### config.mk
export PLATFORM = sky130hd
export DESIGN_NAME = ghash_ctrl
export DESIGN_NICKNAME = d
export VERILOG_FILES = /design/src/rtl/ghash_ctrl.sv
export SDC_FILE = /design/constraint.sdc
export NUM_CORES = 1
export LEC_CHECK = 0
export ABC_AREA = 0
export BUFFER_PORTS_ARGS = -buffer_cell sky130_fd_sc_hd__buf_4
export CAP_MARGIN = 25
export CORE_AREA = 2 2 356 358
export CTS_CLUSTER_DIAMETER = 50
export DETAILED_ROUTE_END_ITERATION = 12
export DIE_AREA = 0 0 358 360
export MAX_ROUTING_LAYER = met4
export PLACE_DENSITY = 0.4
export SLEW_MARGIN = 30
export SYNTH_ARGS = -nofsm -noshare
export SYNTH_HDL_FRONTEND = slang
export SYNTH_SLANG_ARGS = --single-unit
### constraint.sdc
create_clock -name iClk -period 2.3 [get_ports iClk]
set_input_delay 0.115 -clock iClk [delete_from_list [all_inputs] [get_ports iClk]]
set_output_delay 0.115 -clock iClk [all_outputs]
set_load 0.01 [all_outputs]
### src/rtl/ghash_ctrl.sv
// GHASH sequencer for AES-GCM. Folds each AAD/ciphertext block into the
// running hash Y by issuing Y <- (Y ^ block) * H to an external bit-serial
// GF(2^128) multiplier. Finishes with the {len(A), len(C)} block and
// presents the result to the tag stage.
//
// state    | meaning
// ---------+-----------------------------------------------------------
// IDLE     | no message open; waits for iInit with a loaded key
// WAIT     | message open; accepts a block or the final length block
// MUL      | block product in flight; operands held on the multiplier
// MUL_LEN  | length-block product in flight
// DONE     | publishes Y as the GHASH value, then returns to IDLE
module ghash_ctrl #(
  parameter int unsigned MUL_TIMEOUT = 255
) (
  input  logic         iClk,
  input  logic         iRstn,
  input  logic         iInit,
  input  logic [0:127] iHashkey,
  input  logic         iHashkey_valid,
  input  logic [0:127] iBlock,
  input  logic         iBlock_valid,
  input  logic         iFinal_valid,
  input  logic [63:0]  iLen_a,
  input  logic [63:0]  iLen_c,
  output logic         oReady,
  output logic [0:127] oMul_ctext,
  output logic [0:127] oMul_hashkey,
  output logic         oMul_valid,
  input  logic [0:127] iMul_result,
  input  logic         iMul_result_valid,
  output logic [0:127] oGhash,
  output logic         oGhash_valid,
  output logic         oBusy,
  output logic         oErr
);

  localparam int unsigned TW = (MUL_TIMEOUT < 2) ? 1 : $clog2(MUL_TIMEOUT + 1);
  localparam logic [TW-1:0] TMO_LOAD = TW'(MUL_TIMEOUT);
  localparam logic [TW-1:0] TMO_LAST = TW'(1);

  typedef enum logic [2:0] {
    S_IDLE,
    S_WAIT,
    S_MUL,
    S_MUL_LEN,
    S_DONE
  } state_e;

  state_e        state_q;
  logic [0:127]  y_q;
  logic [0:127]  x_q;
  logic [0:127]  h_q;
  logic          key_loaded_q;
  logic          mul_valid_q;
  logic [0:127]  ghash_q;
  logic          ghash_valid_q;
  logic          err_q;
  logic [TW-1:0] tmo_q;
  logic          init_take;

  // An iInit in IDLE only opens a message once a key is present; while
  // busy it always restarts the message.
  assign init_take = iInit && ((state_q != S_IDLE) || key_loaded_q);

  // Hash key register; frozen while a product is in flight so the H
  // operand never changes under the multiplier.
  always_ff @(posedge iClk or negedge iRstn) begin
    if (!iRstn) begin
      h_q          <= '0;
      key_loaded_q <= 1'b0;
    end else if (iHashkey_valid && !mul_valid_q) begin
      h_q          <= iHashkey;
      key_loaded_q <= 1'b1;
    end
  end

  // Message sequencer with registered multiplier handshake, timeout
  // down-counter and result publication.
  always_ff @(posedge iClk or negedge iRstn) begin
    if (!iRstn) begin
      state_q       <= S_IDLE;
      y_q           <= '0;
      x_q           <= '0;
      mul_valid_q   <= 1'b0;
      ghash_q       <= '0;
      ghash_valid_q <= 1'b0;
      err_q         <= 1'b0;
      tmo_q         <= '0;
    end else begin
      ghash_valid_q <= 1'b0;
      if (init_take) begin
        // A result landing on this same cycle is deliberately dropped.
        y_q         <= '0;
        err_q       <= 1'b0;
        mul_valid_q <= 1'b0;
        state_q     <= S_WAIT;
      end else begin
        case (state_q)
          S_IDLE: begin
          end
          S_WAIT: begin
            if (iBlock_valid) begin
              x_q         <= y_q ^ iBlock;
              mul_valid_q <= 1'b1;
              tmo_q       <= TMO_LOAD;
              state_q     <= S_MUL;
            end else if (iFinal_valid) begin
              x_q         <= y_q ^ {iLen_a, iLen_c};
              mul_valid_q <= 1'b1;
              tmo_q       <= TMO_LOAD;
              state_q     <= S_MUL_LEN;
            end
          end
          S_MUL, S_MUL_LEN: begin
            if (iMul_result_valid) begin
              y_q         <= iMul_result;
              mul_valid_q <= 1'b0;
              state_q     <= (state_q == S_MUL) ? S_WAIT : S_DONE;
            end else if (tmo_q == TMO_LAST) begin
              err_q       <= 1'b1;
              mul_valid_q <= 1'b0;
              state_q     <= S_IDLE;
            end else begin
              tmo_q <= tmo_q - TMO_LAST;
            end
          end
          S_DONE: begin
            ghash_q       <= y_q;
            ghash_valid_q <= 1'b1;
            state_q       <= S_IDLE;
          end
          default: state_q <= S_IDLE;
        endcase
      end
    end
  end

  assign oReady       = (state_q == S_WAIT);
  assign oBusy        = (state_q != S_IDLE);
  assign oMul_ctext   = x_q;
  assign oMul_hashkey = h_q;
  assign oMul_valid   = mul_valid_q;
  assign oGhash       = ghash_q;
  assign oGhash_valid = ghash_valid_q;
  assign oErr         = err_q;

endmodule

==> impl_metrics.ini, run 1 <==
[status]
status = finished, final reports clean

[global_route]
number_of_antenna_violations_at_the_first_check_in_global_routing = 5
first_global_vias = 20700
grt_max_degree = 73
wire_length_of_the_first_global_routing_pass_um = 135000
gr-usage-met1_pct = 15.6
global_route.overflow_total = 0
grt.busiest_layer = met2
global_route.usage.met3_pct = 2.92
grt_usage_pct = 14.5
globalRouteMet2Util_pct = 25.7

[power]
powerDensity_nw_per_um2 = 952
power.static_leakage_nw = 19.1
peakVddDrop_uv = 535
p_total_mw = 37.3

[die]
core-area_sq_um = 125000
design.die.area_sq_um = 129000
ioPinCount = 908
fp.dieH_um = 360
rows = 130
floorplan.initialDensity_pct = 17.4
die-width_um = 358

[detailed_routing]
route.vias.total = 18700
post-route-drc-count = 0
vias_per_cell = 3.90
finalWirelength_um = 94200
detail_route.wl_per_cell_um = 19.6
drtAntennaViolNets = 0
drt_first_iter_violations = 730
drt_first_pass_iters = 6

[clock_network]
clockRootBuffer = sky130_fd_sc_hd__clkbuf_16
clockBufferDepth = 3
ctsHtreeMaxLevel = 3
clkTransAtPathRegs_ps = 50
worstSkewPairLatency_ps = 650
cts_sinks = 527
cts_tree = yes
cts_inserted_buffers = 89

[layout]
final_layout_size_suffix_gt1_share_pct = 44.4
layout.cells.most_common_list = sky130_fd_sc_hd__buf_4, sky130_fd_sc_hd__dfrtp_1, sky130_fd_sc_hd__dlygate4sd3_1
layout.area.seq_sq_um = 13200
multi_input_area_sq_um = 8040
synthToLayoutAreaGrowth_pct = 80.7
layout.nets = 3595
mostFrequentLayoutCell = sky130_fd_sc_hd__buf_4
fillCellCount = 12800

[critical_path]
reg2reg_to = oMul_ctext[23]
cp_top_family = buffers and inverters
crit_path_max_incr_delay_ps = 470
timing.critical_path.slowest_stage_cell = sky130_fd_sc_hd__or3_4
critPathMaxFanout = 22
critical-path-top-cell-by-count = sky130_fd_sc_hd__buf_4
worst_reg2reg_path_depth = 7
critical_path_required_ps = 2820
crit_path_cell_trace = buf_4, o41a_1, or3_4, buf_12, buf_4, nand2_1, o21ai_1
worstPathArrival_ps = 2670
worstPathBufferInverterCount = 3
crit_type = flop to flop
worst-r2r-setup-slack_ps = 140
sort_of_element_at_the_end_of_the_critical_path = flop
regToRegStartpoint = state_q[2]
cp-start-kind = flop

[synthesis]
syn_nets = 2125
synthArstFlopShare_pct = 100
syn-cell-area_sq_um = 21700
synth_edf_count = 0
primary_ff_master_synth = sky130_fd_sc_hd__dfrtp_1
synth.avg_cell_area_sq_um = 13.5
yosys_warnings = 0
synthDistinctLibCells = 42
ys_ff_latch = 527
netlist_instances = 1604
synth.yosys.seq_area_share_pct = 60.8

[sta]
fmax_mhz = 464
final_period_minus_worst_setup_slack_ps = 2160
final-setup-viol-count = 0
skew_ps = 30.2
tightest_slew_ps = 709
final_critical_path_setup_slack_ps = 144
timing_max_transition_violations_final = 0
hold_ws_ps = 36.7
finalSetupTns_ps = 0
max-slew-margin-rel_pct = 52.4
report.final.hold_viol_count = 0
final.period_utilization_pct = 93.7
rsz_0062_raised_after_global_routing = no

[worst_hold_path]
hold_path_startpoint = iBlock[69]
hold_path_class = input port to flop
min_to = oMul_ctext[69]
hold_path_depth = 4

[placed_design]
placement.setup.worst_slack_ps = 119
dp_hpwl_um = 70700
place.port_buffers = 907
globalplace.congestion = 0.864

[flow_run]
cap_viol_max_count = 0
[cell families after synthesis]
| family | count (synthesis) | share of synthesized area (%) |
|---|---|---|
| buffers and inverters | 112 | 2.42 |
| xor gates and xnor gates | 128 | 5.17 |
| and+or+nand+nor | 173 | 3.39 |
| muxes | 389 | 19.4 |
| AOI/OAI and AO/OA | 273 | 8.69 |
| adders and majority gates | 2 | 0.115 |
| DFF | 527 | 60.8 |
[flip-flops by register name (all words and copies together) (netlist names)]
register / flops
key_loaded_q: 1
oMul_ctext: 128
state_q: 3
tmo_q: 8
oGhash_valid: 1
oErr: 1
oGhash: 128
oMul_hashkey: 128
oMul_valid: 1
y_q: 128
[report_power, final]
group / switching, mW / internal, mW
sequential: 1.53 / 11.5
clock: 5.19 / 8.47
combinational: 5.04 / 5.53
[cell type report]
cell class	count	area share, %
Timing Repair Buffer	1482	32.6
Sequential cell	527	33.6
Antenna cell	4	0.0255
Clock buffer	109	6.10
Multi-Input combinational cell	966	20.5
Tap cell	1650	5.27
Clock inverter	58	1.77
Inverter	8	0.0766
[how the worst max path moves through the flow]
stage | slack, ps | endpoint | from | cells past startpoint
after detailed placement | 120 | oMul_ctext[96] | state_q[1] | 5
after CTS | 30 | oErr | state_q[2] | 7
after floorplan | 200 | oMul_ctext[40] | state_q[1] | 9
after global placement | 160 | oMul_ctext[90] | state_q[1] | 5
final | 140 | oMul_ctext[23] | state_q[2] | 7
after global routing | 6 | state_q[0] | state_q[1] | 6
[worst reg2reg max path, cell delays in order, from the launching register on]
cell,delay [ps]
sky130_fd_sc_hd__dfrtp_1,370
sky130_fd_sc_hd__buf_4,190
sky130_fd_sc_hd__o41a_1,460
sky130_fd_sc_hd__or3_4,470
sky130_fd_sc_hd__buf_12,170
sky130_fd_sc_hd__buf_4,220
sky130_fd_sc_hd__nand2_1,90
sky130_fd_sc_hd__o21ai_1,70
[cell usage after synthesis (4+ instances only)]
| library cell | number | area share (%) |
|---|---|---|
| sky130_fd_sc_hd__o21ai_1 | 89 | 2.1 |
| sky130_fd_sc_hd__dfrtp_1 | 527 | 61 |
| sky130_fd_sc_hd__nor2_1 | 10 | 0.17 |
| sky130_fd_sc_hd__buf_6 | 10 | 0.52 |
| sky130_fd_sc_hd__nand2_1 | 129 | 2.2 |
| sky130_fd_sc_hd__buf_2 | 12 | 0.28 |
| sky130_fd_sc_hd__nor3_1 | 4 | 0.092 |
| sky130_fd_sc_hd__mux2i_1 | 132 | 6.1 |
| sky130_fd_sc_hd__mux2_2 | 257 | 13 |
| sky130_fd_sc_hd__nand3_1 | 5 | 0.12 |
| sky130_fd_sc_hd__a22o_1 | 128 | 5.2 |
| sky130_fd_sc_hd__clkbuf_1 | 64 | 1.1 |
| sky130_fd_sc_hd__inv_1 | 8 | 0.14 |
| sky130_fd_sc_hd__o21ai_0 | 41 | 0.95 |
| sky130_fd_sc_hd__buf_1 | 14 | 0.24 |
| sky130_fd_sc_hd__xor2_1 | 128 | 5.2 |
| sky130_fd_sc_hd__and2_0 | 4 | 0.12 |
| sky130_fd_sc_hd__buf_4 | 4 | 0.14 |
[routing by layer]
metal  share of wire, %  vias to the layer above
li1                   -                     8656
met1                 38                     9313
met2                 53                      593
met3                5.2                      177
met4                3.8                        0
met5                  0                        -
[repair_timing]
action,4_1_cts,5_1_grt
hold endpoints to repair,697,0
gates resized for setup,0,3
setup endpoints to repair,0,4
setup buffers,0,2
hold buffers,511,0
[stage by stage]
stage | area (sq um) | cells | util, %
2_1_floorplan | 21700 | 1604 | -
3_3_place_gp | 30900 | 4119 | 24.8
3_5_place_dp | 30900 | 4119 | 24.8
4_1_cts | 39100 | 4797 | 31.3
5_1_grt | 39200 | 4804 | 31.4
6_report | 39200 | 4804 | 31.4
No activity file was read; power rests on OpenSTA's default activity.
==> run 2, diff against run 1 <==
--- a/config.mk
+++ b/config.mk
@@ -9,6 +9,7 @@
 export BUFFER_PORTS_ARGS = -buffer_cell sky130_fd_sc_hd__buf_4
 export CAP_MARGIN = 25
 export CORE_AREA = 2 2 356 358
+export CTS_BUF_LIST = sky130_fd_sc_hd__clkbuf_16
 export CTS_CLUSTER_DIAMETER = 50
 export DETAILED_ROUTE_END_ITERATION = 12
 export DIE_AREA = 0 0 358 360
==> run 2 against run 1 <==
Register-to-register slack worse by 20 ps. Clock-buffer cell count decreased by 20. Global-route usage about the same. Cell area shrank 0.23%. First-iteration DRC count fell by 1.1%. Critical path depth unchanged. Maximum frequency decreased by 0.94%. Clock power shrank 3%. Largest power group unchanged.
==> impl_metrics.ini, run 2 (synthesized netlist as in run 1, its figures left out) <==
[global_route]
grt_usage_pct = 14.5
grt_max_degree = 73
number_of_antenna_violations_at_the_first_check_in_global_routing = 5
first_global_vias = 20700
global_route.overflow_total = 0
wire_length_of_the_first_global_routing_pass_um = 135000

[clock_network]
cts_tree = yes
clockBufferDepth = 3
cts_inserted_buffers = 89
worstSkewPairLatency_ps = 660
clkTransAtPathRegs_ps = 50
cts_sinks = 527
ctsHtreeMaxLevel = 3
clockRootBuffer = sky130_fd_sc_hd__clkbuf_16

[detailed_routing]
met3WireLength_um = 4930
drt_first_pass_iters = 5
wl_met1_um = 35900
post-route-drc-count = 0
routed-wl-met2_um = 49900
top_signal_layer_used = met4
drt_first_iter_violations = 722
detail_route.wl_per_cell_um = 19.6
route.vias.total = 18800
finalWirelength_um = 94200
drtAntennaViolNets = 0
vias_per_cell = 3.91

[layout]
final_layout_size_suffix_gt1_share_pct = 44.1
fillCellCount = 12800
postLayoutCellArea_sq_um = 39100
post_layout_nonfiller_instances = 4804
layout.nets = 3595
layout.cells.most_common_list = sky130_fd_sc_hd__buf_4, sky130_fd_sc_hd__dfrtp_1, sky130_fd_sc_hd__dlygate4sd3_1
synthToLayoutAreaGrowth_pct = 80.2
final_core_util_pct = 31.3
mostFrequentLayoutCell = sky130_fd_sc_hd__buf_4

[die]
floorplan.initialDensity_pct = 17.4
core-area_sq_um = 125000
ioPinCount = 908
die-width_um = 358
design.die.area_sq_um = 129000
fp.dieH_um = 360
rows = 130

[sta]
tightest_slew_ps = 733
finalSetupTns_ps = 0
fmax_mhz = 460
timing_max_transition_violations_final = 0
final.period_utilization_pct = 94.6
final-setup-viol-count = 0
max-slew-margin-rel_pct = 50.8
report.final.hold_viol_count = 0
final_period_minus_worst_setup_slack_ps = 2180
rsz_0062_raised_after_global_routing = no
skew_ps = 30.0

[placed_design]
globalplace.congestion = 0.864
post-place-cells = 4119
place.port_buffers = 907
dp_hpwl_um = 70700
detailed_place.area_sq_um = 30900

[critical_path]
critical-path-top-cell-by-count = sky130_fd_sc_hd__buf_4
crit_path_cell_trace = buf_4, o41a_1, or3_4, buf_12, buf_4, nand2_1, o21ai_1
sort_of_element_at_the_end_of_the_critical_path = flop
critical_path_required_ps = 2810
crit_path_max_incr_delay_ps = 480
crit_type = flop to flop
critPathMaxFanout = 22
cp-start-kind = flop
worstPathArrival_ps = 2690
timing.critical_path.slowest_stage_cell = sky130_fd_sc_hd__or3_4

[flow_run]
cap_viol_max_count = 0

[power]
peakVddDrop_uv = 535
pwr-share-clk_pct = 36.0
power.internal_mw = 25.2
powerDensity_nw_per_um2 = 944
p_total_mw = 36.9
p_sw_share_pct = 31.8
power.static_leakage_nw = 19.1
combPwrFrac_pct = 28.6
netSwitchingPower_mw = 11.7
power.share.sequential_pct = 35.4

[worst_hold_path]
hold_path_class = input port to flop

[status]
status = finished, final reports clean
run 2: per-stage QoR:
stage / setup slack (ps) / hold slack (ps)
global placement: 158 / 41.5
floorplan: 197 / -181
detailed placement: 119 / 43.7
finish: 124 / 44.0
CTS: 27.3 / 3.92
global route: 5.51 / 45.8
run 2: layout make-up:
cell class / instances / area [sq um] / share of cell area (%)
multi-input cells: 966 / 8040 / 20.6
flip-flops and latches: 527 / 13200 / 33.7
repair buffers: 1482 / 12800 / 32.7
clock buffers: 89 / 2230 / 5.70
clock inverters: 78 / 767 / 1.96
inverters: 8 / 30.0 / 0.0768
well taps: 1650 / 2060 / 5.28
diodes: 4 / 10.0 / 0.0256
run 2: power groups by stage:
stage               Combinational [mW]  Sequential (mW)  Clock (mW)
floorplan                         2.99             13.8           0
global placement                  9.85             13.2           0
detailed placement                9.95             13.2           0
CTS                               10.8             13.1        13.8
global route                      11.4             13.4        14.2
finish                            10.6             13.1        13.3
run 2: final timing paths:
check / start / to / slack (ps) / cells past startpoint
worst max-delay path: state_q[2] / oMul_ctext[23] / 120 / 7
worst min-delay path: iBlock[69] / oMul_ctext[69] / 40 / 4
worst max register to register: state_q[2] / oMul_ctext[23] / 120 / 7
worst min register to register: oMul_ctext[98] / oMul_ctext[98] / 480 / 2
max in group asynchronous: iRstn / y_q[15] / 1570 / 4
min in group asynchronous: iRstn / oMul_hashkey[104] / 150 / 3
run 2: worst max-delay path: cells and delay by family (launching register included):
| family | cells | cell delay, ps |
|---|---|---|
| buffers and inverters | 3 | 560 |
| AOI/OAI and AO/OA | 2 | 530 |
| DFF | 1 | 370 |
| and+or+nand+nor | 2 | 570 |
run 2: what timing repair did:
action                                  CTS  global route
endpoints found under the setup margin    0             4
endpoints found under the hold margin   697             0
buffers inserted                          0             2
gates resized for setup                   0             3
hold buffers                            511             0
run 2: metal layers:
metal	vias up	track usage [%]
met5	-	-
met4	0	5.91
met3	172	2.92
met2	581	25.7
met1	9347	15.6
li1	8661	-
==> run 3, diff against run 2 <==
--- a/config.mk
+++ b/config.mk
@@ -8,13 +8,15 @@
 export ABC_AREA = 0
 export BUFFER_PORTS_ARGS = -buffer_cell sky130_fd_sc_hd__buf_4
 export CAP_MARGIN = 25
-export CORE_AREA = 2 2 356 358
+export CORE_AREA = 2 2 355 357
 export CTS_BUF_LIST = sky130_fd_sc_hd__clkbuf_16
 export CTS_CLUSTER_DIAMETER = 50
 export DETAILED_ROUTE_END_ITERATION = 12
-export DIE_AREA = 0 0 358 360
+export DIE_AREA = 0 0 357 359
+export GPL_TIMING_DRIVEN = 0
 export MAX_ROUTING_LAYER = met4
 export PLACE_DENSITY = 0.4
+export RECOVER_POWER = 25
 export SLEW_MARGIN = 30
 export SYNTH_ARGS = -nofsm -noshare
 export SYNTH_HDL_FRONTEND = slang
==> run 3 against run 2 <==
Sequential cell count unchanged. Sequential power about the same. Routed wire length grew 7.5%. Power up 4.4%. Via count up 1.9%. Cell count is 1.6% higher. Clock skew fell by 9.2 ps. Largest cell class is now buffers. Die area decreased by 0.56%. Highest routed layer unchanged. The run now ends with setup timing left.
==> impl_metrics.ini, run 3 (synthesized netlist as in run 1, its figures left out) <==
[global_route]
first_global_vias = 21000
number_of_antenna_violations_at_the_first_check_in_global_routing = 5
grt_max_degree = 79
grt_usage_pct = 15.7
wire_length_of_the_first_global_routing_pass_um = 144000
global_route.overflow_total = 0

[power]
peakVddDrop_uv = 573
powerDensity_nw_per_um2 = 959
power.static_leakage_nw = 19.7

[layout]
final_layout_size_suffix_gt1_share_pct = 47.2
synthToLayoutAreaGrowth_pct = 85.4
layout.nets = 3673
layout.cells.most_common_list = sky130_fd_sc_hd__buf_4, sky130_fd_sc_hd__dfrtp_1, sky130_fd_sc_hd__dlygate4sd3_1
post_layout_nonfiller_instances = 4883
mostFrequentLayoutCell = sky130_fd_sc_hd__buf_4
final_core_util_pct = 32.3

[detailed_routing]
vias_per_cell = 3.92
drtAntennaViolNets = 0
finalWirelength_um = 101000
detail_route.wl_per_cell_um = 20.7
post-route-drc-count = 0
route.vias.total = 19100
drt_first_pass_iters = 4
drt_first_iter_violations = 684

[sta]
timing_max_transition_violations_final = 0
report.final.hold_viol_count = 0
finalSetupTns_ps = -30.6
final_critical_path_setup_slack_ps = -14.9
final-setup-viol-count = 4
hold_ws_ps = 212
tightest_slew_ps = 1480
max-slew-margin-rel_pct = 1.52
skew_ps = 20.8
fmax_mhz = 432
final_period_minus_worst_setup_slack_ps = 2310
final.period_utilization_pct = 101
rsz_0062_raised_after_global_routing = yes

[die]
fp.dieH_um = 359
die-width_um = 357
design.die.area_sq_um = 128000
rows = 130
floorplan.initialDensity_pct = 17.4
core-area_sq_um = 125000
ioPinCount = 908

[clock_network]
clockRootBuffer = sky130_fd_sc_hd__clkbuf_16
cts_sinks = 527
cts_inserted_buffers = 91
clockBufferDepth = 3
clkTransAtPathRegs_ps = 50
worstSkewPairLatency_ps = 670
ctsHtreeMaxLevel = 3
cts_tree = yes

[worst_hold_path]
hold_path_startpoint = iMul_result[10]
min_to = y_q[10]
hold_path_depth = 3
hold_path_class = input port to flop

[critical_path]
regToRegStartpoint = state_q[1]
worst-r2r-setup-slack_ps = -10
sort_of_element_at_the_end_of_the_critical_path = flop
worstPathArrival_ps = 2840
reg2reg_to = oMul_ctext[88]
critPathMaxFanout = 7
cp-start-kind = flop
worst_reg2reg_path_depth = 9
critical_path_required_ps = 2830
crit_type = flop to flop

[flow_run]
cap_viol_max_count = 0

[placed_design]
globalplace.congestion = 0.837
dp_hpwl_um = 74300
place.port_buffers = 906
post-place-cells = 4172
placement.setup.worst_slack_ps = -778

[status]
violations_in_the_final_reports = setup timing
status = finished with violations
-- run 3: cell types whose count changed in the layout (fill, tap and decap cells not counted), sizes merged --
cell,previous run,this run
clkbuf,90,173
inv,35,27
dlygate4sd3,510,516
buf,971,967
bufinv,8,12
clkinvlp,11,8
clkinv,32,34
or3,4,3
-- run 3: through the flow --
stage                     area (sq um)  power [mW]
after CTS                        39700        38.6
after global placement           30600        22.9
after floorplan                  21700        16.8
after detailed placement         30900        23.1
final                            40200        38.6
after global routing             40200        40.6
-- run 3: cell type report --
type,instances,area (sq um)
fill,12700,84400
sequential,527,13200
timing repair buffer,1457,12700
multi-input combinational,965,8350
clock buffer,97,2430
tap,1650,2060
clock inverter,73,736
buffer,102,732
inverter,8,30.0
antenna,4,10.0
-- run 3: metal layers --
| metal | part of all wire, % | GRT usage, % | vias to the layer above |
|---|---|---|---|
| met5 | 0 | - | - |
| met3 | 5.8 | 3.94 | 149 |
| met1 | 40 | 17.5 | 9510 |
| met2 | 51 | 27.4 | 601 |
| met4 | 3.1 | 5.05 | 0 |
| li1 | - | - | 8860 |
-- run 3: worst max path at each step --
stage	startpoint	to	slack, ps	depth (start not counted)
2_1_floorplan	state_q[1]	oMul_ctext[40]	200	9
3_3_place_gp	iRstn	oMul_ctext[39]	-5520	1
5_1_grt	state_q[1]	oMul_ctext[88]	-50	9
4_1_cts	state_q[0]	oMul_ctext[47]	-30	9
6_report	state_q[1]	oMul_ctext[88]	-10	9
3_5_place_dp	state_q[1]	oGhash[9]	-780	5
-- run 3: report_power, final --
group / total (mW) / switching [mW] / internal, mW
sequential: 13.1 / 1.60 / 11.5
clock: 14.1 / 5.12 / 9.01
combinational: 11.3 / 5.33 / 5.97
-- run 3: worst max-delay path: stages, from the launching register on --
cell	delay [ps]
sky130_fd_sc_hd__dfrtp_1	380
sky130_fd_sc_hd__clkbuf_8	150
sky130_fd_sc_hd__o41a_1	420
sky130_fd_sc_hd__or3_4	390
sky130_fd_sc_hd__buf_12	160
sky130_fd_sc_hd__buf_16	170
sky130_fd_sc_hd__buf_16	160
sky130_fd_sc_hd__clkbuf_16	200
sky130_fd_sc_hd__nand2_2	50
sky130_fd_sc_hd__o21ai_1	50
-- run 3: repair_timing --
item	4_1_cts	5_1_grt
setup endpoints to repair	468	318
gates cloned	5	8
hold endpoints to repair	568	0
resized for setup	85	146
pin swaps	6	37
hold buffers	517	0
setup buffers	8	1
